$ cat config.mk
export PLATFORM = sky130hd
export DESIGN_NAME = alu_sequencer
export DESIGN_NICKNAME = d
export VERILOG_FILES = /design/src/rtl/alu_sequencer.sv
export SDC_FILE = /design/constraint.sdc
export NUM_CORES = 1
export LEC_CHECK = 0
export BUFFER_PORTS_ARGS = -buffer_cell sky130_fd_sc_hd__buf_2
export CELL_PAD_IN_SITES_DETAIL_PLACEMENT = 1
export CELL_PAD_IN_SITES_GLOBAL_PLACEMENT = 2
export CORE_MARGIN = 2
export CORE_UTILIZATION = 26
export CTS_CLUSTER_DIAMETER = 120
export DETAILED_ROUTE_END_ITERATION = 8
export PLACE_DENSITY = 0.94
export SETUP_SLACK_MARGIN = 0.05
export SKIP_LAST_GASP = 1
export SLEW_MARGIN = 20
export SYNTH_ARGS = -nofsm -noshare
export SYNTH_HDL_FRONTEND = slang
export SYNTH_SLANG_ARGS = --single-unit
$ cat constraint.sdc
create_clock -name i_Clk -period 3.13 [get_ports i_Clk]
set_input_delay 0.313 -clock i_Clk [delete_from_list [all_inputs] [get_ports i_Clk]]
set_output_delay 0.313 -clock i_Clk [all_outputs]
set_load 0.02 [all_outputs]
$ cat src/rtl/alu_sequencer.sv
// alu_sequencer
// Control stage in front of the 8-bit ALU. It accepts one opcode at a time,
// fetches the operand from the register file, from (HL), or from the
// immediate byte at PC, and then drives the ALU opcode, operand,
// function-control, save-flags and write-back strobes for one cycle.
// Supported instructions: ALU A,r / ALU A,(HL) / ALU A,d8 and INC r / DEC r
// with r other than (HL). Any other opcode takes a one-cycle error pass that
// pulses o_Unsupported together with o_Done.
//
// Ports
//   i_Clk, i_Reset          clock and asynchronous active-high reset
//   i_Enable                clock enable; all state holds while it is low
//   i_Valid, i_Opcode       opcode offer; accepted when i_Valid & o_Ready & i_Enable
//   o_Ready                 high in IDLE while reset is released
//   o_Done, o_Unsupported   completion pulse / undecoded-opcode flag
//   o_Reg_Sel, i_Reg_Data   register-file read index and its data
//   o_Reg_Write, o_Reg_Wdata register write-back strobe and data (i_Result)
//   o_Mem_Req, o_Mem_Src    operand read request; source 0 = (HL), 1 = PC
//   i_Mem_Ack, i_Mem_Data   read completion and data
//   o_Opcode, o_Parameter   latched opcode and operand to the ALU
//   o_Function_Control      ALU unit select (main, incrementer, decrement, ...)
//   o_Save_Flags, o_A_Write flag commit and accumulator write strobes
//   i_Result                ALU result
module alu_sequencer (
  input  logic       i_Clk,
  input  logic       i_Reset,
  input  logic       i_Enable,
  input  logic       i_Valid,
  input  logic [7:0] i_Opcode,
  output logic       o_Ready,
  output logic       o_Done,
  output logic       o_Unsupported,
  output logic [2:0] o_Reg_Sel,
  input  logic [7:0] i_Reg_Data,
  output logic       o_Reg_Write,
  output logic [7:0] o_Reg_Wdata,
  output logic       o_Mem_Req,
  output logic       o_Mem_Src,
  input  logic       i_Mem_Ack,
  input  logic [7:0] i_Mem_Data,
  output logic [7:0] o_Opcode,
  output logic [7:0] o_Parameter,
  output logic [5:0] o_Function_Control,
  output logic       o_Save_Flags,
  output logic       o_A_Write,
  input  logic [7:0] i_Result
);

  typedef enum logic [1:0] {
    IDLE,
    MEM,
    EXEC,
    ERR
  } state_t;

  typedef enum logic [2:0] {
    CLS_ALU_R,
    CLS_ALU_HL,
    CLS_ALU_IMM,
    CLS_INCDEC,
    CLS_UNSUP
  } op_class_t;

  function automatic op_class_t decode(input logic [7:0] op);
    op_class_t cls;
    cls = CLS_UNSUP;
    if (op[7:6] == 2'b10) begin
      if (op[2:0] == 3'd6) cls = CLS_ALU_HL;
      else                 cls = CLS_ALU_R;
    end else if (op[7:6] == 2'b11 && op[2:0] == 3'd6) begin
      cls = CLS_ALU_IMM;
    end else if (op[7:6] == 2'b00 && op[2:1] == 2'b10 && op[5:3] != 3'd6) begin
      cls = CLS_INCDEC;
    end
    return cls;
  endfunction

  state_t    state, state_next;
  logic [7:0] op_q;
  logic [7:0] operand_q;
  logic       transfer;
  op_class_t  in_cls;
  op_class_t  cur_cls;

  assign o_Ready  = (state == IDLE) && !i_Reset;
  assign transfer = i_Valid && o_Ready && i_Enable;
  assign in_cls   = decode(i_Opcode);
  assign cur_cls  = decode(op_q);
  assign o_Opcode = op_q;

  // State register
  always_ff @(posedge i_Clk or posedge i_Reset) begin
    if (i_Reset) begin
      state <= IDLE;
    end else if (i_Enable) begin
      state <= state_next;
    end
  end

  // Opcode and operand latches
  always_ff @(posedge i_Clk or posedge i_Reset) begin
    if (i_Reset) begin
      op_q      <= '0;
      operand_q <= '0;
    end else if (i_Enable) begin
      if (transfer) begin
        op_q <= i_Opcode;
      end
      if (state == MEM && i_Mem_Ack) begin
        operand_q <= i_Mem_Data;
      end
    end
  end

  // Next-state logic
  always_comb begin
    state_next = state;
    unique case (state)
      IDLE: begin
        if (transfer) begin
          unique case (in_cls)
            CLS_ALU_R, CLS_INCDEC:   state_next = EXEC;
            CLS_ALU_HL, CLS_ALU_IMM: state_next = MEM;
            default:                 state_next = ERR;
          endcase
        end
      end
      MEM:     if (i_Mem_Ack) state_next = EXEC;
      EXEC:    state_next = IDLE;
      ERR:     state_next = IDLE;
      default: state_next = IDLE;
    endcase
  end

  // Output logic; only o_Parameter and o_Reg_Wdata are combinational pass-throughs
  always_comb begin
    o_Done             = 1'b0;
    o_Unsupported      = 1'b0;
    o_Reg_Sel          = '0;
    o_Reg_Write        = 1'b0;
    o_Mem_Req          = 1'b0;
    o_Mem_Src          = 1'b0;
    o_Parameter        = '0;
    o_Function_Control = '0;
    o_Save_Flags       = 1'b0;
    o_A_Write          = 1'b0;
    o_Reg_Wdata        = i_Reset ? '0 : i_Result;
    unique case (state)
      MEM: begin
        o_Mem_Req = 1'b1;
        o_Mem_Src = op_q[6];
      end
      EXEC: begin
        o_Done = 1'b1;
        unique case (cur_cls)
          CLS_ALU_R: begin
            o_Reg_Sel          = op_q[2:0];
            o_Parameter        = i_Reg_Data;
            o_Function_Control = 6'b000001;
            o_Save_Flags       = 1'b1;
            o_A_Write          = (op_q[5:3] != 3'd7);
          end
          CLS_ALU_HL, CLS_ALU_IMM: begin
            o_Parameter        = operand_q;
            o_Function_Control = 6'b000001;
            o_Save_Flags       = 1'b1;
            o_A_Write          = (op_q[5:3] != 3'd7);
          end
          CLS_INCDEC: begin
            // op[0] distinguishes DEC (x5) from INC (x4)
            o_Reg_Sel          = op_q[5:3];
            o_Parameter        = i_Reg_Data;
            o_Function_Control = {3'b000, op_q[0], 1'b1, 1'b0};
            o_Save_Flags       = 1'b1;
            o_A_Write          = (op_q[5:3] == 3'd7);
            o_Reg_Write        = (op_q[5:3] != 3'd7);
          end
          default: ;
        endcase
      end
      ERR: begin
        o_Done        = 1'b1;
        o_Unsupported = 1'b1;
      end
      default: ;
    endcase
  end

endmodule

==> impl_results.md <==
* Status: completed
* Max-slew violations at 0
* Avg Inst Size Synth at 9.78 um2
* Placed Cells at 264
* Number of DRC markers in iteration 0 at 88
* Placer congestion estimate at 0.762
* Fin Setup TNS at 0 ps
* Vias/cell at 4.94
* Final hold violation count at 0
* Post-synth ARST share at 1.00
* Rows at 25
* Worst-case vdd ir drop at 0.213 mV
* Yosys warnings at 0
* DP Wirelength at 3150 um
* RSZ-0062 raised after global routing: no
* Clock Latency Late Sink at 260 ps
* Clock Skew at 4.71 ps
* Vias in the first global route at 1322
* Root buf cell: clkbuf_8
* Mapped Area at 1310 um2
* Pwr per Cell Area at 698 nW/um2
* Initial antenna violation count at 0
* Worst Path Max Fanout at 15
* Hold buffers post-CTS at 0
* Post-route ant nets at 0
* Tightest Pin Transition at 670 ps
* Unique cell type count in the Yosys netlist at 35
* H-tree Lvls at 1
* Max Cap Viol at 0
* Num CTS Buffers at 3
* Ys flop type: dfrtp_1
* RR Endpoint: o_Opcode[3]$_DFFE_PP0P_
* Largest net degree at the start of global routing at 19
* Pleak at 0.000814 uW
* Die width at 75.0 um
* Layout cells sized above 1 at 0.498
* Peak Freq at 0.423 GHz
* DR vias at 1323
* Nets at 239
* Wire per inst at 14.7 um
* CTS sink count at 18
* Slew headroom at 0.553
* 1st-pass router iterations at 4
* WP data required at 2820 ps
* Post-synthesis sequential area ratio at 0.344
* CTS clk-pin slew, worst paths at 70 ps
* Seq cells post-synth at 18
* IO Pins at 78
* First-pass GRT wire length at 6280 um
* Area delta synth->final at 34.4%
* I/O Buffers at 74
* CTS tree: yes
* Residual DRC count at 0
* Core area at 4790 um2
* Final Non-Filler Cells at 268
* # resized after CTS at 0
* Die footprint at 5620 um2
* GRT Total Usage at 0.150
* Postcts setup bufs at 0
* Crit path DAT at 2050 ps
* Starting Density at 0.274
* CP max stage delay at 540 ps
* Crit path time final at 2370 ps
* Reg2Reg Depth at 3
* Post-synth EDFFs at 0
* Setup crit start kind: flip-flop
* Critical path type: reg -> out
* R2R setup slack at 1600 ps
* Worst Hold Class: in -> async
* Congestion Overflow GR at 0
* Final setup vio count at 0
* Crit end category: output pin
* CTS max path bufs at 2
* Critical path's slowest cell: dfrtp_1
* Synthesized instance count at 134
* Diode count at 0
* Die height at 75.0 um
* Final period utilization at 0.756
* Total Wirelength at 3940 um
* Crit-path cells: and4b_1 > a211oi_2 > a211oi_1 > buf_2
* R2R Path Start: state[1]$_DFFE_PP0P_
[cell type report]
class,count,area (um2)
Timing Repair Buffer,74,370
Tap cell,67,83.8
Clock buffer,4,55.1
Inverter,1,3.75
Multi-Input combinational cell,104,797
Fill cell,600,3030
Sequential cell,18,450
[layer usage]
| layer | GRT usage | wire length (um) | vias to the layer above |
|---|---|---|---|
| met5 | 0 | 0 | - |
| met4 | 0.0853 | 103 | 0 |
| met3 | 0.0295 | 271 | 8 |
| met2 | 0.249 | 1980 | 51 |
| met1 | 0.181 | 1580 | 633 |
| li1 | - | - | 631 |
[sequential cells by signal, summed over array words and instances (netlist names)]
signal,count
o_Opcode,8
operand_q,8
state,2
[worst max path at each step]
stage | start | to
floorplan | o_Opcode[1]$_DFFE_PP0P_ | o_Parameter[0]
global placement | o_Opcode[7]$_DFFE_PP0P_ | o_Parameter[0]
detailed placement | o_Opcode[7]$_DFFE_PP0P_ | o_Parameter[1]
CTS | o_Opcode[7]$_DFFE_PP0P_ | o_Parameter[3]
global route | o_Opcode[7]$_DFFE_PP0P_ | o_Parameter[4]
finish | o_Opcode[7]$_DFFE_PP0P_ | o_Parameter[3]
[logic make-up after synthesis]
| logic type | share of synthesized area |
|---|---|
| other | 0.00286 |
| buffers and inverters | 0.0535 |
| AND/OR/NAND/NOR | 0.275 |
| AO/OA/AOI/OAI | 0.187 |
| multiplexers | 0.138 |
| flip-flops | 0.344 |
[synth_stat cells (all sizes together), types with 2 or more instances]
library cell | number | area (um2)
o31ai | 2 | 15.0
nand3 | 10 | 55.1
and2 | 3 | 18.8
a32o | 2 | 20.0
nor2 | 3 | 11.3
nand2 | 2 | 10.0
buf | 9 | 51.3
nand3b | 2 | 15.0
nor2b | 20 | 125
nand2b | 6 | 37.5
a32oi | 9 | 78.8
mux2 | 16 | 180
o21ai | 3 | 15.0
dfrtp | 18 | 450
clkbuf | 4 | 15.0
a211oi | 9 | 72.6
nor4b | 2 | 38.8
a21oi | 3 | 15.0
[critical path: cells and delay by family, from the launching register on]
| family | cells | cell delay [ps] |
|---|---|---|
| AOI/OAI and AO/OA | 2 | 640 |
| and+or+nand+nor | 1 | 410 |
| DFF | 1 | 540 |
| buffers and inverters | 1 | 190 |
[cells in the final DEF, fill, tap and decap left out]
cell	Yosys	final
a211oi_1	8	8
a211oi_2	1	1
a21oi_1	3	3
a221o_1	1	1
a22o_1	1	1
a32o_1	2	2
a32oi_1	9	9
and2_1	3	3
and2b_1	1	1
and3b_1	1	1
and4b_1	1	1
buf_2	2	74
clkbuf_8	0	4
conb_1	1	3
dfrtp_1	18	18
inv_1	1	1
mux2_2	16	16
nand2_1	1	1
nand2_2	1	1
nand2b_1	6	6
nand3_1	9	9
nand3_2	1	1
nand3b_1	2	2
nand4_1	1	1
nand4bb_1	1	1
nor2_1	3	3
nor2b_1	20	20
nor3_1	1	1
nor4b_2	1	1
nor4b_4	1	1
o21ai_0	3	3
o21ba_2	1	1
o31ai_1	2	2
[stage by stage]
step	util	hold WS, ps	worst slack, ps	total power (uW)	cell area [um2]
floorplan	-	459	1170	858	1320
global placement	0.356	499	1130	1030	1710
detailed placement	0.356	503	1090	1050	1710
CTS	0.368	276	791	1240	1760
global route	0.368	272	553	1320	1760
finish	0.368	249	764	1230	1760
[report_power, final]
group	internal (uW)	leakage [uW]	switching (uW)
logic	238	0.000568	315
registers	332	0.000217	155
clock network	112	0.0000288	77.4
No activity file was read; power rests on OpenSTA's default activity.
